### config.mk
export PLATFORM = sky130hd
export DESIGN_NAME = pdm_duty_decoder
export DESIGN_NICKNAME = d
export VERILOG_FILES = /design/src/rtl/pdm_pkg.sv /design/src/rtl/pdm_sync2.sv /design/src/rtl/pdm_duty_decoder.sv
export SDC_FILE = /design/constraint.sdc
export NUM_CORES = 1
export LEC_CHECK = 0
export ABC_AREA = 1
export CELL_PAD_IN_SITES_DETAIL_PLACEMENT = 1
export CELL_PAD_IN_SITES_GLOBAL_PLACEMENT = 2
export CORE_MARGIN = 1.5
export CORE_UTILIZATION = 34
export DETAILED_ROUTE_END_ITERATION = 8
export HOLD_SLACK_MARGIN = 0.12
export PLACE_DENSITY_LB_ADDON = 0.1
export SETUP_SLACK_MARGIN = 0.5
export SYNTH_ARGS = -nofsm -noshare
export SYNTH_HDL_FRONTEND = slang
export SYNTH_HIERARCHICAL = 1
export SYNTH_SLANG_ARGS = --single-unit
### constraint.sdc
create_clock -name clk -period 2.2 [get_ports clk]
set_input_delay 0.22 -clock clk [delete_from_list [all_inputs] [get_ports clk]]
set_output_delay 0.22 -clock clk [all_outputs]
set_load 0.005 [all_outputs]
### src/rtl/pdm_pkg.sv
// pdm_pkg: shared widths, saturation constant and state type for the PDM duty decoder.
package pdm_pkg;
   localparam int DUTY_W = 16;
   localparam logic [DUTY_W-1:0] DUTY_MAX = 16'hFFFF;
   typedef enum logic [1:0] {IDLE, FILL, COUNT} state_t;
endpackage

### src/rtl/pdm_sync2.sv
// pdm_sync2: two-flop synchronizer with asynchronous active-low reset to 0.
module pdm_sync2 (
   input  logic clk,
   input  logic reset_n,
   input  logic d,
   output logic q
);
   logic [1:0] sync_q, sync_d;
   always_comb sync_d = {sync_q[0], d};
   always_ff @(posedge clk or negedge reset_n)
      if (!reset_n) sync_q <= '0;
      else sync_q <= sync_d;
   assign q = sync_q[1];
endmodule

### src/rtl/pdm_duty_decoder.sv
// pdm_duty_decoder: measures the high-time fraction of pdm_in over 2^WINDOW_LOG2-cycle windows.
// Define PDM_DUTY_EDGE_COUNT_EN to add the edge_count output (rising edges per window).
module pdm_duty_decoder
   import pdm_pkg::*;
#(
   parameter int WINDOW_LOG2 = 16
) (
   input  logic              clk,
   input  logic              reset_n,
   input  logic              pdm_in,
   input  logic              enable,
   output logic [DUTY_W-1:0] duty,
   output logic              duty_valid,
   input  logic              duty_ready,
   output logic              overrun,
`ifdef PDM_DUTY_EDGE_COUNT_EN
   output logic [DUTY_W-1:0] edge_count,
`endif
   input  logic              clear_overrun
);
   localparam int OW  = WINDOW_LOG2 + 1;
   localparam int SW  = WINDOW_LOG2 + 17;
   localparam int SHL = (WINDOW_LOG2 < 16) ? 16 - WINDOW_LOG2 : 0;
   localparam int SHR = (WINDOW_LOG2 > 16) ? WINDOW_LOG2 - 16 : 0;
   state_t                 state_q, state_d;
   logic                   fill_q, fill_d;
   logic [WINDOW_LOG2-1:0] win_q, win_d;
   logic [OW-1:0]          ones_q, ones_d, ones_tot;
   logic [SW-1:0]          scaled;
   logic [DUTY_W-1:0]      duty_q, duty_d, duty_new;
   logic                   valid_q, valid_d, overrun_q, overrun_d;
   logic                   s, counting, close, hs, load;
   pdm_sync2 u_sync (.clk(clk), .reset_n(reset_n), .d(pdm_in), .q(s));
   always_comb begin
      counting  = enable && state_q == COUNT;
      close     = counting && &win_q;
      hs        = valid_q && duty_ready;
      load      = close && (!valid_q || hs);
      ones_tot  = ones_q + OW'(s);
      scaled    = (SW'(ones_tot) << SHL) >> SHR;
      duty_new  = (scaled > SW'(DUTY_MAX)) ? DUTY_MAX : scaled[DUTY_W-1:0];
      state_d   = !enable ? IDLE :
                  state_q == IDLE ? FILL :
                  (state_q == FILL && fill_q) ? COUNT : state_q;
      fill_d    = enable && state_q == FILL && !fill_q;
      win_d     = counting ? win_q + 1'b1 : '0;
      // closing cycle's sample goes into the result; the next window starts from zero
      ones_d    = (counting && !close) ? ones_tot : '0;
      duty_d    = load ? duty_new : duty_q;
      valid_d   = load || (valid_q && !hs);
      overrun_d = (close && valid_q && !hs) || (overrun_q && !clear_overrun);
   end
   always_ff @(posedge clk or negedge reset_n)
      if (!reset_n) begin
         state_q   <= IDLE;
         fill_q    <= 1'b0;
         win_q     <= '0;
         ones_q    <= '0;
         duty_q    <= '0;
         valid_q   <= 1'b0;
         overrun_q <= 1'b0;
      end else begin
         state_q   <= state_d;
         fill_q    <= fill_d;
         win_q     <= win_d;
         ones_q    <= ones_d;
         duty_q    <= duty_d;
         valid_q   <= valid_d;
         overrun_q <= overrun_d;
      end
   assign duty       = duty_q;
   assign duty_valid = valid_q;
   assign overrun    = overrun_q;
`ifdef PDM_DUTY_EDGE_COUNT_EN
   logic              prev_q;
   logic [DUTY_W-1:0] edges_q, edges_d, edges_tot, edge_out_q, edge_out_d;
   always_comb begin
      edges_tot  = (edges_q == DUTY_MAX) ? DUTY_MAX : edges_q + DUTY_W'(s && !prev_q);
      edges_d    = (counting && !close) ? edges_tot : '0;
      edge_out_d = load ? edges_tot : edge_out_q;
   end
   always_ff @(posedge clk or negedge reset_n)
      if (!reset_n) begin
         prev_q     <= 1'b0;
         edges_q    <= '0;
         edge_out_q <= '0;
      end else begin
         prev_q     <= s;
         edges_q    <= edges_d;
         edge_out_q <= edge_out_d;
      end
   assign edge_count = edge_out_q;
`endif
endmodule

# [After elaboration in Yosys (flattened, before gate mapping)]
# Index checks and enable logic that the tools add are counted.
[totals] wordCells=42 in_bits=6 output_inout_bits=18 regBits=56
[classes] order_cmp=1 n_mux=6 n_eq_ne=3 reduce_logical=22 add_sub_neg=2
[op_table] op="2-to-1 mux 16 bit" count=2
[op_table] op="adder 17 x 1 -> 17 bit" count=1
[op_table] op="> comparator 17 x 16 -> 1 bit (second input constant)" count=1
[op_table] op="2-to-1 mux 17 bit" count=1
[op_table] op="adder 16 x 1 -> 16 bit (second input constant)" count=1
[op_table] op="AND reduction 16 bit" count=1
[op_table] op="logical AND 1 bit" count=12
[op_table] op="2-to-1 mux 2 bit" count=3
[op_table] op="zero test 1 bit" count=5
[op_table] op="logical OR 1 bit" count=3
[op_table] op="!= test 3 x 1 -> 1 bit (second input constant)" count=1
[op_table] op="== test 2 x 1 -> 1 bit (second input constant)" count=1
[op_table] op="== test 2 bit (second input constant)" count=1
[op_table] op="zero test 2 bit" count=1

# [Depth between registers and ports, before layout]
# Gate-level depths: netlist of the first run.
[logic_depth] ltp_word=6 depth_mapped=11 depth_no_buf=11

# [Cells and area by module]
# Netlist of the first run, hierarchy kept.
[modules_own_cells] mod="pdm_duty_decoder" area_per_inst_um2=2597.5 cells_each=330 seq_area_each_um2=1351.3 instances=1
[modules_own_cells] mod="pdm_sync2" area_per_inst_um2=50.0 cells_each=2 seq_area_each_um2=50.0 instances=1

# [Worst setup path after synthesis of the first run]
# No wires, ideal clock.
[synth_path] path_kind="register to register" start="reg win_q[0]" end="reg ones_q[7]" arrival_ns=1.517 period_less_slack_ns=1.588 required_time_ns=2.129 n_path_buf=2 setup_ns=0.071 path_slack_ns=0.612 stages_incl_launch_ff=11 path_cell_list="dfrtp_1 > ha_1 > nand2_1 > inv_2 > nand2_1 > nor2_1 > and2b_1 > or2_1 > buf_2 > buf_6 > nor2_1"
[synth_between] elab_chain_len=5
[synth_lines] element="start, declared" line_no="pdm_duty_decoder.sv:27" rtl="logic [WINDOW_LOG2-1:0] win_q, win_d;"
[synth_lines] element="start signal, assigned" line_no="pdm_duty_decoder.sv:65" rtl="win_q <= win_d;"
[synth_lines] element="AND reduction 16 bit" line_no="pdm_duty_decoder.sv:36" rtl="close = counting && &win_q;"
[synth_lines] element="logical AND 1 bit" line_no="pdm_duty_decoder.sv:36"
[synth_lines] element="zero test 1 bit" line_no="pdm_duty_decoder.sv:48" rtl="ones_d = (counting && !close) ? ones_tot : '0;"
[synth_lines] element="logical AND 1 bit" line_no="pdm_duty_decoder.sv:48"
[synth_lines] element="2-to-1 mux 17 bit" line_no="pdm_duty_decoder.sv:48"
[synth_lines] element="net ones_d[7]" line_no="pdm_duty_decoder.sv:28" rtl="logic [OW-1:0] ones_q, ones_d, ones_tot;"
[synth_lines] element="end signal, assigned" line_no="pdm_duty_decoder.sv:66" rtl="ones_q <= ones_d;"
[synth_lines] element="end, declared" line_no="pdm_duty_decoder.sv:28"
# The timed path passes the listed nets, and every way through them passes these cells.
# A chain may end at the register's enable or synchronous reset.

# [Worst setup path after layout of the first run]
[layout_path] start="reg win_q[0]" end="reg duty_q[5], in the netlist duty[5]"
[layout_between] elab_chain_len=3
[layout_lines] element="AND reduction 16 bit" line_no="pdm_duty_decoder.sv:36"
[layout_lines] element="logical AND 1 bit" line_no="pdm_duty_decoder.sv:36"
[layout_lines] element="logical AND 1 bit" line_no="pdm_duty_decoder.sv:38" rtl="load = close && (!valid_q || hs);"
[layout_lines] element="end signal, assigned" line_no="pdm_duty_decoder.sv:67" rtl="duty_q <= duty_d;"
[layout_lines] element="end, declared" line_no="pdm_duty_decoder.sv:30" rtl="logic [DUTY_W-1:0] duty_q, duty_d, duty_new;"
# No other way between the ends.

==> results by group, run 1 <==
Yosys
  • Flops & latches, synth: 56
  • Fraction of registers with async set or reset after synthesis: 100%
  • Most frequently used cell type in the post-synthesis netlist: nand2_1
  • Biggest area consumer among synthesized cells: dfrtp_1
  • Yosys warning total: 6
  • Most used flip-flop cell after synthesis: dfrtp_1
  • Cells after synthesis: 332
  • EDFF count, synth: 0
  • Share of synthesized area occupied by flip-flops and latches: 52.9%
  • Post-synthesis average cell area: 7.97 µm²
  • Ranking of synthesized cells by area: dfrtp_1 53%, nand2_1 17%, nor2_1 7.5%
  • List of most frequent post-synthesis cells: 122 x nand2_1, 56 x dfrtp_1, 53 x nor2_1
  • Synth cell types: 28
  • Total nets after synthesis: 341
  • Post-synth top area share: 52.9%
  • Netlist area before placement: 2650 µm²

Power
  • Peak supply drop: 235 µV
  • Switching portion of total power: 24.0%
  • Switching power of the nets: 0.404 mW
  • Power density relative to cell area: 505 nW/µm²
  • Share of power burned in registers: 61.8%
  • Combinational share of power: 3.0%
  • Internal Power: 1.28 mW
  • Cell leakage power: 1.62 nW
  • Clock network power share: 35.2%

GRT
  • First-pass GRT wire length: 11.0 mm
  • Global-route total usage across every layer: 16.6%
  • Aggregate global routing overflow: 0
  • Pin count of the biggest net entering global routing: 57
  • Number of global-route vias before repair: 2388
  • Number of antenna violations at the first check in global routing: 0

STA
  • Worst hold margin: 325 ps
  • Final Hold Viols: 0
  • RSZ-0062 raised after global routing: true
  • Headroom to the max-slew limit: 50.3%
  • Worst-Margin Slew: 746 ps
  • Setup violations, final: 0
  • Skew final: 9.96 ps
  • Time the final worst path needs with I/O delays and setup: 1660 ps
  • Final Slew Violations: 0
  • Post-route fraction of the period consumed by the critical path: 75.6%
  • Setup TNS: 0 ps
  • Maximum clock rate: 0.601 GHz

Clocking
  • Later-pin clock latency in the skew report: 320 ps
  • Clock tree from TritonCTS: built
  • Number of sinks on the clock net: 56
  • Clock Tree Root: clkbuf_8
  • Post-CTS clock slew at the launch and capture registers of the worst setup and hold paths: 110 ps
  • Clock buffers created by TritonCTS: 5
  • CTS H-tree lvls: 2
  • Maximum number of buffers from clock root to sink: 2

Finish
  • Post-layout util: 45.0%
  • Fraction of layout instances using a drive strength above 1: 16.1%
  • Syn-to-layout area delta: 25.8%
  • Fill cells: 896
  • Final net count: 381
  • Final non-filler cell area: 3330 µm²
  • Number of antenna diodes: 0

Routing
  • Per-cell via count in the routed design: 4.71
  • First-pass detailed-route iteration total: 6
  • Routed Wire Length: 6.78 mm
  • Routed via count: 2223
  • Drt drc: 0
  • Routed WL per cell: 14.4 µm
  • DRT antenna net count: 0
  • Initial drt markers: 65

Worst setup path
  • Highest net fanout along the worst path: 8
  • Kind of start point of the critical path: flop
  • Arrival time at the worst endpoint: 1920 ps
  • Slack of the worst reg-to-reg path: 540 ps
  • Endpoint type of the worst setup path: flop
  • Worst Path Class, Setup: reg2reg
  • Crit path max-delay cell type: dfrtp_1
  • Crit path cell chain: ha_2 > nand2_2 > inv_2 > nand2_4 > nor2_4 > nand4_1 > nor2_4 > clkbuf_16 > nand2_2 > nand2_1
  • Largest stage delay on the critical path: 390 ps
  • CP bufs+invs: 2
  • Critical Path RT: 2460 ps
  • Kind of cell adding the most delay to the critical path: simple AND/OR/NAND/NOR gates

Floorplan
  • Core Rows: 31
  • Area of the placeable core: 7410 µm²
  • DIE AREA: 8330 µm²
  • Chip height: 91.2 µm
  • X dimension of the die: 91.2 µm
  • Top-level I/O count: 24
  • Initial core utilization: 35.7%

Outcome
  • Run status: completed

Worst hold path
  • Class of the tightest hold or removal check: in2reg

Placed design
  • Port buffer count: 23
  • DPL Wire Length: 4.53 mm
  • Last weighted congestion value of the routability-driven placer: 0.732
  • Post-DP Area: 2990 µm²

Job
  • Max-cap violations: 0
[stage by stage]
stage	power, mW	cells	setup WS [ps]
after global placement	1.11	453	233
final	1.68	472	536
after detailed placement	1.11	453	255
after CTS	1.71	464	494
after floorplan	1.07	332	612
after global routing	1.75	472	440
[layer usage]
layer	GRT usage, %	vias to the layer above	wire length [µm]
met5	0	-	0
met4	4.95	0	92
met3	2.60	9	108
met2	28.5	14	3320
met1	21.3	1090	3260
li1	-	1110	-
[path summary, 6_finish.rpt]
kind	start	endpoint	cells past startpoint
min	pdm_in	u_sync/sync_q[0]$_DFF_PN0_	1
min reg2reg	u_sync/sync_q[0]$_DFF_PN0_	u_sync/sync_q[1]$_DFF_PN0_	0
max in group asynchronous	reset_n	ones_q[15]$_DFF_PN0_	3
min in group asynchronous	reset_n	overrun$_DFF_PN0_	3
max	win_q[0]$_DFF_PN0_	duty[5]$_DFFE_PN0P_	10
max reg2reg	win_q[0]$_DFF_PN0_	duty[5]$_DFFE_PN0P_	10
[cell type report]
cell class	count	area, µm²	area share [%]
timing repair buffer	37	363	10.9
tap	99	124	3.72
clock buffer	5	68.8	2.07
clock inverter	3	23.8	0.714
inverter	30	113	3.38
sequential	56	1400	42.1
multi-input combinational	242	1240	37.2
[power groups by stage]
stage               sequential [mW]  clock [mW]  combinational [mW]
floorplan                      1.06           0              0.0147
global placement               1.06           0              0.0489
detailed placement             1.06           0              0.0499
CTS                            1.04       0.614              0.0515
global route                   1.04       0.648              0.0575
finish                         1.04       0.592              0.0496
[state kept, by name, indices dropped and copies added (netlist names)]
name           flops
overrun            1
duty_valid         1
u_sync/sync_q      2
state_q            2
ones_q            17
fill_q             1
duty              16
win_q             16
[kinds of logic after synthesis]
kind of cell    share of synthesized area [%]
simple gates                             31.8
xor+xnor                                 2.98
compound gates                           4.82
fa+ha+maj                                1.42
buf+inv                                  6.05
flops                                    52.9
[layout by cell type (no fill, tap or decap), drive strengths merged]
master         instances
clkinv                 1
a211oi                 1
clkdlybuf4s50         22
nand3                 12
o22ai                  1
dlygate4sd3            1
clkinvlp               2
ha                     3
or2                    1
and2b                  1
nand4                  6
dfrtp                 56
a21o                   1
xnor2                  4
buf                   13
nand2                126
xor2                   5
clkbuf                 6
a31oi                  1
nor2                  55
o21ai                 11
nor3                   3
and2                   1
inv                   30
a21oi                  9
nor4                   1
[timing repair]
action,4_1_cts,5_1_grt
gates cloned,0,3
hold endpoints to repair,56,0
setup endpoints to repair,33,27
pin swaps,2,15
gates resized for setup,4,38
buffers inserted,2,5
hold buffers,1,0
Note: power is estimated with default switching activity, not from simulation.
==> run 2: changes to the inputs <==
clock period = 1.59 ns   (was 2.2 ns; I/O delays follow)
==> run 2 against run 1 <==
  * The flow now finishes with violations (setup timing)
  * Core utilization up 4.5 points
  * Register-to-register slack got worse by 540 ps
  * First-iteration DRC count rose by 31%
  * Hold slack lost 45 ps
  * Setup slack got worse by 540 ps
  * Sequential power up 38%
  * Critical path type unchanged
  * Largest cell class unchanged
  * Highest routed layer unchanged
==> results by group, run 2 (synthesis results as in run 1) <==
Outcome
  • Run status: finished with violations
  • Violated checks: setup timing

Routing
  • First-pass detailed-route iteration total: 4
  • Routed WL per cell: 14.2 µm
  • DRT antenna net count: 0
  • Routed via count: 2341
  • Initial drt markers: 85
  • Routed Wire Length: 7.12 mm
  • Per-cell via count in the routed design: 4.65
  • Drt drc: 0

GRT
  • Pin count of the biggest net entering global routing: 57
  • Number of global-route vias before repair: 2499
  • Aggregate global routing overflow: 0
  • Number of antenna violations at the first check in global routing: 0
  • First-pass GRT wire length: 11.9 mm
  • Global-route total usage across every layer: 18.1%

Finish
  • Post-layout util: 49.5%
  • Number of flip-flops under the largest register name: 17
  • Most common library cell in the layout ignoring fill and taps: nand2_1
  • Top register by number of flip-flops: ones_q
  • Final net count: 412
  • Commonest cells after routing, fill and taps aside: 91 x nand2_1, 56 x dfrtp_1, 34 x nor2_1, 34 x buf_4, 32 x nand2_2
  • Number of antenna diodes: 0
  • Final Non-Filler Cells: 503
  • Fraction of layout instances using a drive strength above 1: 36.1%
  • Syn-to-layout area delta: 38.4%

Worst setup path
  • Arrival time at the worst endpoint: 1850 ps
  • Endpoint type of the worst setup path: flop
  • Critical Path RT: 1840 ps
  • Worst Path Class, Setup: reg2reg
  • Kind of start point of the critical path: flop
  • Highest net fanout along the worst path: 8

Floorplan
  • Core Rows: 31
  • Initial core utilization: 35.7%
  • DIE AREA: 8330 µm²
  • Top-level I/O count: 24
  • Area of the placeable core: 7410 µm²
  • X dimension of the die: 91.2 µm
  • Chip height: 91.2 µm

Power
  • Clock network power share: 38.2%
  • Power Total: 2.49 mW
  • Switching portion of total power: 22.1%
  • Internal Power: 1.94 mW
  • Power density relative to cell area: 681 nW/µm²
  • Cell leakage power: 1.81 nW
  • Switching power of the nets: 0.551 mW
  • Share of power burned in registers: 57.7%
  • Peak supply drop: 335 µV
  • Combinational share of power: 4.1%

Clocking
  • Number of sinks on the clock net: 56
  • Clock buffers created by TritonCTS: 5
  • Later-pin clock latency in the skew report: 320 ps
  • Maximum number of buffers from clock root to sink: 2
  • Post-CTS clock slew at the launch and capture registers of the worst setup and hold paths: 100 ps
  • Clock tree from TritonCTS: built
  • CTS H-tree lvls: 2
  • Clock Tree Root: clkbuf_8

STA
  • Headroom to the max-slew limit: 77.8%
  • Setup violations, final: 6
  • Final Slew Violations: 0
  • Skew final: 11.5 ps
  • Final Hold Viols: 0
  • Maximum clock rate: 0.626 GHz
  • Min setup slack post-route: -6.59 ps
  • Time the final worst path needs with I/O delays and setup: 1600 ps
  • RSZ-0062 raised after global routing: true
  • Worst-Margin Slew: 332 ps
  • Post-route fraction of the period consumed by the critical path: 100%
  • Setup TNS: -21.1 ps

Placed design
  • Port buffer count: 23
  • Last weighted congestion value of the routability-driven placer: 0.762
  • DPL Wire Length: 4.73 mm
  • Placed Instances: 475

Worst hold path
  • Class of the tightest hold or removal check: in2reg

Job
  • Max-cap violations: 0
[run 2: cell types whose count changed in the layout (fill, tap and decap cells not counted), sizes merged]
cell	delta
clkinvlp	-1
clkbuf	+8
nand2	-2
bufinv	+1
buf	+43
clkdlybuf4s50	-18
[run 2: final timing paths]
| path | start | endpoint | slack, ps | cells past startpoint |
|---|---|---|---|---|
| max in group asynchronous | reset_n | ones_q[9]$_DFF_PN0_ | 960 | 3 |
| setup reg to reg | win_q[1]$_DFF_PN0_ | ones_q[6]$_DFF_PN0_ | -7 | 9 |
| setup / recovery | win_q[1]$_DFF_PN0_ | ones_q[6]$_DFF_PN0_ | -7 | 9 |
| min in group asynchronous | reset_n | duty[15]$_DFFE_PN0P_ | 370 | 3 |
| hold / removal | pdm_in | u_sync/sync_q[0]$_DFF_PN0_ | 280 | 1 |
| hold reg to reg | u_sync/sync_q[0]$_DFF_PN0_ | u_sync/sync_q[1]$_DFF_PN0_ | 360 | 0 |
[run 2: through the flow]
step	cell area [µm²]	setup WS (ps)	hold WS, ps
floorplan	2700	61.4	-137
global placement	3260	9.09	190
detailed placement	3260	-98.6	186
CTS	3490	-9.54	271
global route	3660	-106	263
finish	3660	-6.59	280
[run 2: timing repair]
item | 4_1_cts | 5_1_grt
gates cloned | 1 | 2
endpoints found under the setup margin | 69 | 58
buffers inserted | 8 | 8
gates resized for setup | 94 | 42
hold buffers | 1 | 0
endpoints found under the hold margin | 56 | 0
pin swaps | 23 | 6
[run 2: routing by layer]
metal | vias up | share of wire [%] | track usage [%]
li1 | 1169 | - | -
met1 | 1157 | 44 | 22.5
met2 | 10 | 54 | 32.4
met3 | 5 | 1.4 | 3.02
met4 | 0 | 0.86 | 4.30
met5 | - | 0 | 0
[run 2: power groups by stage]
stage / combinational, mW / sequential, mW / clock [mW]
after floorplan: 0.0221 / 1.47 / 0
after global placement: 0.0780 / 1.47 / 0
after detailed placement: 0.0787 / 1.47 / 0
after CTS: 0.0893 / 1.44 / 0.988
after global routing: 0.116 / 1.44 / 1.04
final: 0.103 / 1.44 / 0.953
[run 2: worst max-delay path, cell delays in order, from the launching register on]
cell       delay (ps)
dfrtp_1           390
ha_2              190
nand2_1            70
inv_2              50
nand2_4            60
nor2_4             50
and2b_1           180
or2_4             280
clkbuf_16         180
nor2_1             80
[run 2: layout make-up]
class / instances / area, µm²
well taps: 99 / 124
repair buffers: 70 / 616
flip-flops and latches: 56 / 1400
inverters: 30 / 113
multi-input cells: 240 / 1300
fillers: 890 / 3740
clock buffers: 5 / 68.8
clock inverters: 3 / 42.5
==> run 3: changes to the inputs <==
ABC_AREA = unset   (was 1)
CELL_PAD_IN_SITES_DETAIL_PLACEMENT = 0   (was 1)
CELL_PAD_IN_SITES_GLOBAL_PLACEMENT = 1   (was 2)
CORE_UTILIZATION = 45   (was 34)
==> run 3 against run 2 <==
  * Sequential share of layout area decreased by 4.0 points
  * Critical path type unchanged
  * Maximum frequency decreased by 3.1%
  * The flow still finishes with violations (setup timing)
  * Design area increased by 12%
==> results by group, run 3 <==
STA
  • Min setup slack post-route: -57.5 ps
  • Final Slew Violations: 0
  • Maximum clock rate: 0.607 GHz
  • Post-route fraction of the period consumed by the critical path: 104%
  • Setup TNS: -622 ps
  • Worst-Margin Slew: 482 ps
  • Headroom to the max-slew limit: 67.9%
  • Time the final worst path needs with I/O delays and setup: 1650 ps
  • Setup violations, final: 18
  • RSZ-0062 raised after global routing: true
  • Worst hold margin: 276 ps
  • Final Hold Viols: 0
  • Skew final: 8.50 ps

Yosys
  • EDFF count, synth: 0
  • List of most frequent post-synthesis cells: 56 x dfrtp_1, 33 x a31oi_1, 32 x nor2_1
  • Most used flip-flop cell after synthesis: dfrtp_1
  • Cells after synthesis: 237
  • Synth cell types: 36
  • Most frequently used cell type in the post-synthesis netlist: dfrtp_1
  • Share of synthesized area occupied by flip-flops and latches: 55.1%
  • Biggest area consumer among synthesized cells: dfrtp_1
  • Fraction of registers with async set or reset after synthesis: 100%
  • Post-synth top area share: 55.1%
  • Yosys warning total: 6
  • Total nets after synthesis: 246
  • Flops & latches, synth: 56
  • Post-synthesis average cell area: 10.7 µm²
  • Netlist area before placement: 2540 µm²
  • Ranking of synthesized cells by area: dfrtp_1 55%, a31oi_1 8.1%, xnor2_1 6.5%

Power
  • Peak supply drop: 482 µV
  • Power density relative to cell area: 623 nW/µm²
  • Power Total: 2.55 mW
  • Cell leakage power: 1.79 nW

Worst setup path
  • Endpoint type of the worst setup path: flop
  • Critical Path RT: 1780 ps
  • Highest net fanout along the worst path: 8
  • Worst Path Class, Setup: reg2reg
  • Kind of start point of the critical path: flop
  • Arrival time at the worst endpoint: 1840 ps

Clocking
  • Later-pin clock latency in the skew report: 310 ps
  • Clock buffers created by TritonCTS: 5
  • Maximum number of buffers from clock root to sink: 2
  • Clock Tree Root: clkbuf_8
  • Post-CTS clock slew at the launch and capture registers of the worst setup and hold paths: 100 ps
  • CTS H-tree lvls: 2
  • Clock tree from TritonCTS: built
  • Number of sinks on the clock net: 56

Placed design
  • Last weighted congestion value of the routability-driven placer: 0.763
  • Worst-case setup slack after placement: -55.0 ps
  • Port buffer count: 23
  • DPL Wire Length: 3.77 mm
  • Placed Instances: 354
  • Post-DP Area: 3130 µm²

Job
  • Max-cap violations: 0

GRT
  • First-pass GRT wire length: 10.7 mm
  • Number of antenna violations at the first check in global routing: 0
  • Global-route total usage across every layer: 23.0%
  • Aggregate global routing overflow: 0
  • Number of global-route vias before repair: 2193
  • Pin count of the biggest net entering global routing: 38

Floorplan
  • X dimension of the die: 78.2 µm
  • Core Rows: 27
  • Top-level I/O count: 24
  • Area of the placeable core: 5470 µm²
  • Chip height: 78.2 µm
  • Initial core utilization: 46.5%
  • DIE AREA: 6110 µm²

Finish
  • Final non-filler cell area: 4100 µm²
  • Number of flip-flops under the largest register name: 17
  • Sequential cell area: 1400 µm²
  • Post-layout util: 74.8%
  • Fraction of layout instances using a drive strength above 1: 52.8%
  • Final Non-Filler Cells: 409
  • Area taken by multi-input logic gates: 1560 µm²
  • Final net count: 345
  • Commonest cells after routing, fill and taps aside: 56 x buf_4, 54 x dfrtp_1, 23 x a31oi_1
  • Fill cells: 365
  • Top register by number of flip-flops: ones_q
  • Most common library cell in the layout ignoring fill and taps: buf_4
  • Syn-to-layout area delta: 61.1%
  • Number of antenna diodes: 0

Routing
  • DRT antenna net count: 0
  • Routed via count: 2266
  • Routed Wire Length: 7.09 mm
  • Drt drc: 0
  • Per-cell via count in the routed design: 5.54
  • Initial drt markers: 169
  • Routed WL per cell: 17.3 µm
  • First-pass detailed-route iteration total: 4

Worst hold path
  • Class of the tightest hold or removal check: in2reg

Outcome
  • Violated checks: setup timing
  • Run status: finished with violations
## run 3: cells by family (layout without fill, tap and decap cells)
kind of cell               after synthesis  after routing  share of synthesized area (%)
xor gates and xnor gates                26             26                           9.25
DFF                                     56             56                           55.1
adders and majority gates                3              3                           1.48
buffers and inverters                   22            120                           3.99
AOI/OAI and AO/OA                       45             47                           10.8
and+or+nand+nor                         85             85                           19.3
## run 3: path summary, 6_finish.rpt
path,startpoint,endpoint,slack (ps),cells past startpoint
setup / recovery,win_q[1]$_DFF_PN0_,duty[6]$_DFFE_PN0P_,-60,7
max in group asynchronous,reset_n,ones_q[6]$_DFF_PN0_,700,3
min in group asynchronous,reset_n,win_q[6]$_DFF_PN0_,330,2
hold reg to reg,u_sync/sync_q[0]$_DFF_PN0_,u_sync/sync_q[1]$_DFF_PN0_,370,0
setup reg to reg,win_q[1]$_DFF_PN0_,duty[6]$_DFFE_PN0P_,-60,7
hold / removal,pdm_in,u_sync/sync_q[0]$_DFF_PN0_,280,1
## run 3: critical path: stages (launching register included)
cell and delay (ps):
dfrtp_1 430, ha_4 180, nand3_4 80, nor4_4 180
buf_6 170, and3_4 230, clkbuf_16 170, a31oi_1 90
## run 3: where the power goes
part / internal (mW) / total, mW / switching [mW]
logic: 0.0335 / 0.0826 / 0.0492
clock network: 0.557 / 1.03 / 0.472
registers: 1.43 / 1.44 / 0.00738
## run 3: final cells by class
cell class	count	area share, %
multi-input cells	161	38.1
well taps	72	2.20
inverters	11	1.01
repair buffers	101	21.3
flip-flops and latches	56	34.3
clock inverters	1	0.733
clock buffers	7	2.35
## run 3: what timing repair did
action / 4_1_cts / 5_1_grt
setup buffers: 25 / 17
pin swaps: 38 / 36
endpoints found under the setup margin: 69 / 63
hold buffers: 1 / 0
gates cloned: 3 / 1
resized for setup: 98 / 56
hold endpoints to repair: 19 / 0
## run 3: metal layers
| layer | vias up | share of wire [%] | GRT usage [%] |
|---|---|---|---|
| met3 | 14 | 3.9 | 4.42 |
| met5 | - | 0 | 0 |
| met4 | 0 | 2.0 | 8.04 |
| met1 | 1146 | 42 | 30.0 |
| met2 | 58 | 52 | 38.4 |
| li1 | 1048 | - | - |
